File: config.mk
export PLATFORM = sky130hd
export DESIGN_NAME = load_store_unit
export DESIGN_NICKNAME = d
export VERILOG_FILES = /design/src/rtl/load_store_unit.sv
export SDC_FILE = /design/constraint.sdc
export NUM_CORES = 1
export LEC_CHECK = 0
export ABC_AREA = 1
export BUFFER_PORTS_ARGS = -buffer_cell sky130_fd_sc_hd__buf_2
export CORE_ASPECT_RATIO = 1.5
export CORE_MARGIN = 1.5
export CORE_UTILIZATION = 40
export CTS_CLUSTER_DIAMETER = 60
export CTS_CLUSTER_SIZE = 28
export DETAILED_ROUTE_END_ITERATION = 10
export PLACE_DENSITY = 0.68
export SLEW_MARGIN = 20
export SYNTH_ARGS = -nofsm -noshare
export SYNTH_HDL_FRONTEND = slang
export SYNTH_SLANG_ARGS = --single-unit
File: constraint.sdc
create_clock -name clk -period 3.25 [get_ports clk]
set_input_delay 0.1625 -clock clk [delete_from_list [all_inputs] [get_ports clk]]
set_output_delay 0.1625 -clock clk [all_outputs]
set_load 0.02 [all_outputs]
File: src/rtl/load_store_unit.sv
// load_store_unit: turns one load/store into a single req/ack bus transaction with lane handling
module load_store_unit #(
    parameter int FUNCT3_LENGTH  = 3,
    parameter int DATA_WIDTH     = 32,
    parameter int TIMEOUT_CYCLES = 15
) (
    input  logic                     clk,
    input  logic                     reset,
    input  logic                     MemRead,
    input  logic                     MemWrite,
    input  logic [FUNCT3_LENGTH-1:0] Funct3,
    input  logic [DATA_WIDTH-1:0]    Addr,
    input  logic [DATA_WIDTH-1:0]    StoreData,
    output logic [DATA_WIDTH-1:0]    LoadData,
    output logic                     Stall,
    output logic                     MisalignErr,
    output logic                     BusErr,
    output logic                     mem_req,
    output logic                     mem_we,
    output logic [DATA_WIDTH-1:0]    mem_addr,
    output logic [DATA_WIDTH-1:0]    mem_wdata,
    output logic [3:0]               mem_be,
    input  logic [DATA_WIDTH-1:0]    mem_rdata,
    input  logic                     mem_ack
);
    typedef enum logic [1:0] {IDLE, REQ, DONE} state_t;
    localparam logic [7:0] TMO = 8'(TIMEOUT_CYCLES);
    state_t state, state_n;
    logic is_load;
    logic [FUNCT3_LENGTH-1:0] f3;
    logic [1:0] lo;
    logic [7:0] cnt;
    logic start, legal, aligned, ok, timeout;
    logic [3:0] be_n;
    logic [31:0] wdata_n, ext;
    logic [7:0] rbyte;
    logic [15:0] rhalf;

    // request decode, lane formatting, load extraction and next state
    always_comb begin
        start   = MemRead | MemWrite;
        legal   = !(MemRead && MemWrite) && (Funct3 == 3'd0 || Funct3 == 3'd1 || Funct3 == 3'd2 ||
                  (MemRead && (Funct3 == 3'd4 || Funct3 == 3'd5)));
        aligned = Funct3[1] ? Addr[1:0] == 2'b00 : Funct3[0] ? !Addr[0] : 1'b1;
        ok      = legal && aligned;
        be_n    = Funct3[1] ? 4'b1111 : Funct3[0] ? (Addr[1] ? 4'b1100 : 4'b0011) : 4'b0001 << Addr[1:0];
        wdata_n = Funct3[1] ? StoreData : Funct3[0] ? {2{StoreData[15:0]}} : {4{StoreData[7:0]}};
        rbyte   = 8'(mem_rdata >> {lo, 3'b000});
        rhalf   = lo[1] ? mem_rdata[31:16] : mem_rdata[15:0];
        ext     = f3[1] ? mem_rdata :
                  f3[0] ? {{16{!f3[2] & rhalf[15]}}, rhalf} : {{24{!f3[2] & rbyte[7]}}, rbyte};
        timeout = cnt + 8'd1 == TMO;
        state_n = state == IDLE ? (start ? (ok ? REQ : DONE) : IDLE) :
                  state == REQ  ? ((mem_ack || timeout) ? DONE : REQ) : IDLE;
        Stall   = !reset && ((state == IDLE && start) || state == REQ);
    end

    // state register
    always_ff @(posedge clk or posedge reset) begin
        if (reset) state <= IDLE;
        else state <= state_n;
    end

    // bus registers, latched request info, timeout counter and results
    always_ff @(posedge clk or posedge reset) begin
        if (reset) begin
            is_load     <= 1'b0;
            f3          <= '0;
            lo          <= 2'b00;
            cnt         <= 8'd0;
            LoadData    <= '0;
            MisalignErr <= 1'b0;
            BusErr      <= 1'b0;
            mem_req     <= 1'b0;
            mem_we      <= 1'b0;
            mem_addr    <= '0;
            mem_wdata   <= '0;
            mem_be      <= 4'b0000;
        end else begin
            MisalignErr <= state == IDLE && start && !ok;
            BusErr      <= state == REQ && !mem_ack && timeout;
            if (state == IDLE && start) begin
                is_load <= MemRead;
                f3      <= Funct3;
                lo      <= Addr[1:0];
                cnt     <= 8'd0;
                if (ok) begin
                    mem_req   <= 1'b1;
                    mem_we    <= MemWrite;
                    mem_addr  <= {Addr[31:2], 2'b00};
                    mem_wdata <= wdata_n;
                    mem_be    <= be_n;
                end else LoadData <= '0;
            end
            if (state == REQ) begin
                if (mem_ack) begin
                    mem_req <= 1'b0;
                    if (is_load) LoadData <= ext;
                end else if (timeout) begin
                    mem_req  <= 1'b0;
                    LoadData <= '0;
                end else cnt <= cnt + 8'd1;
            end
        end
    end
endmodule
# == Yosys cells after proc, flatten, opt, wreduce, memory -nomap -nowiden ==
# Cells that the tools add are included.
# totals
word_cells,80
register_bits,118
# op_classes
mux,30
addsub,1
bitwise,3
eq_ne,6
n_shift,2
reduce_logical,25
# ops
op,n
32-bit 2-to-1 mux,10
8-bit 2-to-1 mux,4
32-bit by 5-bit right shift with 8-bit output,1
16-bit 2-to-1 mux,1
4-bit 2-to-1 mux,3
2-bit 2-to-1 mux,5
1-bit logical AND,9
"8-bit by 1-bit adder with 8-bit output, second input constant",1
"8-bit by 4-bit == test with 1-bit output, second input constant",1
1-bit 2-to-1 mux,7
"3-bit == test, second input constant",2
1-bit zero test,6
1-bit logical OR,6
2-bit zero test,2
"1-bit by 2-bit left shift with 4-bit output, first input constant",1
"3-bit by 1-bit == test with 1-bit output, second input constant",1
"3-bit by 2-bit == test with 1-bit output, second input constant",1
3-bit zero test,1
1-bit bitwise AND,2
"2-bit by 1-bit == test with 1-bit output, second input constant",1
2-bit AND reduction,1
1-bit bitwise OR,1

# == Longest topological paths before layout ==
# depth
depth_word,11
depth_mapped,12
mapped_depth_nobuf,11

# == Worst setup path after synthesis ==
# OpenSTA, ideal clock, no wires.
# synth_path
path_kind,register to register
from,register cnt[1]
to,register LoadData[10]
setup_slack_ns,1.647
t_required_ns,3.131
stages_incl_launch_ff,12
arrival_ns,1.484
path_cell_list,dfrtp_1 ha_1 nand2_1 nor2_1 nand3_1 nand2_1 nand2_1 nor2_1 nand3_2 buf_2 nand4_1 nand2_1
# synth_between
elab_chain_len,5
# synth_rtl
item,line,text
"start, declared",32,logic [7:0] cnt;
"start signal, assigned",102,end else cnt <= cnt + 8'd1;
8-bit by 1-bit adder with 8-bit output,52,timeout = cnt + 8'd1 == TMO;
8-bit by 4-bit == test with 1-bit output,52,
32-bit 2-to-1 mux,99,end else if (timeout) begin
32-bit 2-to-1 mux,96,if (mem_ack) begin
32-bit 2-to-1 mux,95,if (state == REQ) begin
"end signal, assigned",98,if (is_load) LoadData <= ext;
"end, declared",14,"output logic [DATA_WIDTH-1:0] LoadData,"
# No other way between the ends.
# A chain may end at the register's enable or synchronous reset.

# == Final worst setup path ==
# layout_path
from,register cnt[1]
to,register LoadData[12]
# The elaborated chain is that of the path after synthesis.

==> PnR_summary.wiki <==
{| class="wikitable"
! Metric !! Value
|-
| Horiz. Die Dim || 104.3 um
|-
| Most frequent cells after synthesis || 410 x sky130_fd_sc_hd__nand2_1, 118 x sky130_fd_sc_hd__dfrtp_1, 56 x sky130_fd_sc_hd__o21ai_0
|-
| Initial cell density of the core || 40.88%
|-
| Total global-route track usage || 23.97%
|-
| Crit path from || cnt[1]
|-
| Slew at the pin closest to its max-slew limit || 0.8074 ns
|-
| Part of the Yosys area used for sequential elements || 47.93%
|-
| CP Class || reg2reg
|-
| Number of standard cells after synthesis || 855
|-
| Outcome || finished, final reports clean
|-
| Mux cell area share after synthesis || 0%
|-
| Placement Rows || 55
|-
| Antenna violations before repair || 0
|-
| Most instantiated library cell after synthesis || sky130_fd_sc_hd__nand2_1
|-
| Floorplan die height || 155 um
|-
| GPL Wtd Cong || 0.8936
|-
| I/O pins || 209
|-
| Max-cap violations || 0
|-
| CP Capture Type || flop
|-
| Final setup violation count || 0
|-
| Root cell of the clock tree || sky130_fd_sc_hd__clkbuf_16
|-
| CP startpoint kind || flop
|-
| Busiest metal layer after global routing || met2
|-
| Total clock buffers created by CTS || 17
|-
| Clock Skews || 0.01403 ns
|-
| Fraction of the mapped netlist area in adder cells || 0.4062%
|-
| Overall routed net length || 18770 um
|-
| Arrival time at the worst endpoint || 2.57 ns
|-
| Average instance area after synthesis || 7.206 sq um
|-
| FFs w/ async S/R, synth || 100.0%
|-
| Min cycle time layout || 2.280 ns
|-
| Number of clock sinks seen by CTS || 118
|-
| Final-layout setup total negative slack || 0 ns
|-
| Basic-gate share of the synthesized area counting and, or, nand and nor cells || 33.96%
|-
| Synthesized area || 6161 sq um
|-
| Final period util || 70.17%
|-
| Detailed Route Iter0 Violations || 375
|-
| Final core utilization || 54.39%
|-
| Placement-stage worst setup slack || 0.9310 ns
|-
| Final critical-path setup slack || 0.9695 ns
|-
| Flip-flop and latch count after synthesis || 118
|-
| Depth of the CTS H-tree || 4
|-
| Avg WL per Cell || 14.66 um
|-
| Setup Buffers After CTS || 0
|-
| Area of the die || 16170 sq um
|-
| Number of nets still failing antenna checks after routing || 0
|-
| First-pass GRT wire length || 30920 um
|-
| Clock-pin transition on the worst setup and hold timing paths || 0.06 ns
|-
| DRC viols || 0
|-
| Leakage || 0.004632 uW
|-
| Power per Cell Area || 847.7 nW/um^2
|-
| Hold path startpoint || StoreData[5]
|-
| Compound-gate portion of the synthesized area || 10.24%
|-
| Largest driver fanout on the critical path || 34
|-
| Final Hold Violating Endpoints || 0
|-
| Dominant register cell in the synthesized netlist || sky130_fd_sc_hd__dfrtp_1
|-
| Ratio of routed vias to standard cells || 4.985
|-
| Launch point of the worst reg-to-reg path || cnt[1]
|-
| Count of flip-flops with a built-in enable after synthesis || 0
|-
| Core outline area || 15070 sq um
|-
| Met2 track demand over resource in global routing || 40.32%
|-
| Xor and xnor area share after synthesis || 0.1422%
|-
| Met3 Use GR || 5.195%
|-
| Share of final-layout standard cells stronger than drive strength 1 || 23.50%
|-
| Maximum ir drop on the vdd rail || 511.3 uV
|-
| Buffers on Ports || 206
|-
| Largest family of logic cells by synthesized area || simple AND/OR/NAND/NOR gates
|-
| Total number of vias || 6381
|-
| Number of detailed-routing iterations run before antenna repair || 5
|-
| Hpwl dp || 12660 um
|-
| Required time at the worst-slack endpoint || 3.54 ns
|-
| Number of inserted diodes || 0
|-
| Min-delay worst type || in2reg
|-
| Biggest area contributors in the synthesized netlist || sky130_fd_sc_hd__dfrtp_1 48%, sky130_fd_sc_hd__nand2_1 25%, sky130_fd_sc_hd__o21ai_0 4.5%
|-
| Library cell with the largest summed area after synthesis || sky130_fd_sc_hd__dfrtp_1
|-
| RSZ-0062 raised after global routing || no
|-
| Area Overhead vs Synth || 33.04%
|-
| Net count of the finished layout || 1175
|-
| Number of global-route vias before repair || 6166
|-
| Synth unique cells || 28
|-
| Placed Instance Area || 7276 sq um
|-
| Sum of overflow across all layers after global routing || 0
|-
| Max transition margin || 46.11%
|-
| Pins over their slew limit || 0
|-
| Yosys warning count || 0
|-
| CTS tree || yes
|-
| Worst-case clock buffer depth || 2
|-
| Highest attainable clock frequency || 0.4385 GHz
|-
| Final standard cell area without fillers || 8197 sq um
|-
| Maximum number of pins on one net before global-route repair || 93
|-
| Fraction of synthesized cell area taken by the top area cell type || 47.93%
|-
| Clock Latency Late Sink || 0.41 ns
|-
| Global-route met1 utilization || 29.49%
|}
-- logic make-up after synthesis --
| kind of cell | Yosys count |
|---|---|
| flip-flops | 118 |
| XOR/XNOR | 1 |
| other | 1 |
| AO/OA/AOI/OAI | 114 |
| adder cells (fa/ha/maj) | 2 |
| buffers and inverters | 109 |
| AND/OR/NAND/NOR | 510 |
-- path summary, 6_finish.rpt --
path | to | cells after the start | slack (ns)
max in group asynchronous | mem_addr[31] | 4 | 1.99
min reg2reg | mem_addr[10] | 2 | 0.46
max | LoadData[12] | 10 | 0.97
min | mem_wdata[5] | 3 | 0.03
max reg2reg | LoadData[12] | 10 | 0.97
min in group asynchronous | mem_addr[4] | 3 | 0.39
-- power by group --
part	total, uW	internal (uW)	switching, uW
Clock	1850	1130	721
Combinational	2690	866	1820
Sequential	2410	2020	387
Total	6950	4020	2930
-- sequential cells by signal (all words and copies together) (netlist names) --
signal / cells
mem_we: 1
is_load: 1
mem_addr: 30
mem_be: 4
lo: 2
state: 2
mem_req: 1
f3: 3
mem_wdata: 32
BusErr: 1
LoadData: 32
cnt: 8
MisalignErr: 1
-- routing by layer --
metal | up-vias | part of all wire [%] | wire (um)
met5 | - | 0 | 0
met4 | 0 | 2.8 | 531
met3 | 35 | 7.0 | 1323
met2 | 264 | 49 | 9206
met1 | 2921 | 41 | 7707
li1 | 3161 | - | -
-- repair_timing --
item / 4_1_cts / 5_1_grt
gates resized for setup: 0 / 0
hold buffers: 34 / 0
endpoints found under the hold margin: 59 / 0
setup endpoints to repair: 0 / 0
-- final cells by class --
cell class	count	area (sq um)
Fill cell	1456	6874
Sequential cell	118	2953
Multi-Input combinational cell	629	2764
Timing Repair Buffer	247	1436
Clock buffer	17	425.4
Tap cell	199	249.0
Inverter	56	214.0
Clock inverter	14	155.1
-- placed cells by master (no fill, tap or decap), drive strengths merged, types with 17 or more instances in the layout --
cell	n
nand2	410
dlygate4sd3	34
nand3	45
nor2	17
dfrtp	118
nand4	36
buf	213
clkbuf	17
inv	57
o21ai	66
a21oi	26
-- metrics by stage --
| step | instances | hold WS [ns] | power [uW] |
|---|---|---|---|
| floorplan | 856 | 0.2792 | 4129 |
| global placement | 1215 | 0.2889 | 5038 |
| detailed placement | 1215 | 0.2925 | 5076 |
| CTS | 1280 | 0.01055 | 6988 |
| global route | 1280 | 0.03656 | 7415 |
| finish | 1280 | 0.03013 | 6948 |
-- critical path, cell delays in order, from the launching register on --
cell                      delay (ns)
sky130_fd_sc_hd__dfrtp_1        0.42
sky130_fd_sc_hd__ha_1           0.22
sky130_fd_sc_hd__nand2_1        0.09
sky130_fd_sc_hd__nor2_1         0.10
sky130_fd_sc_hd__nand3_1        0.07
sky130_fd_sc_hd__nand2_1        0.09
sky130_fd_sc_hd__nand2_1        0.05
sky130_fd_sc_hd__nor2_1         0.14
sky130_fd_sc_hd__nand3_2        0.64
sky130_fd_sc_hd__nand4_1        0.28
sky130_fd_sc_hd__nand2_1        0.07
Note: power is estimated with default switching activity, not from simulation.
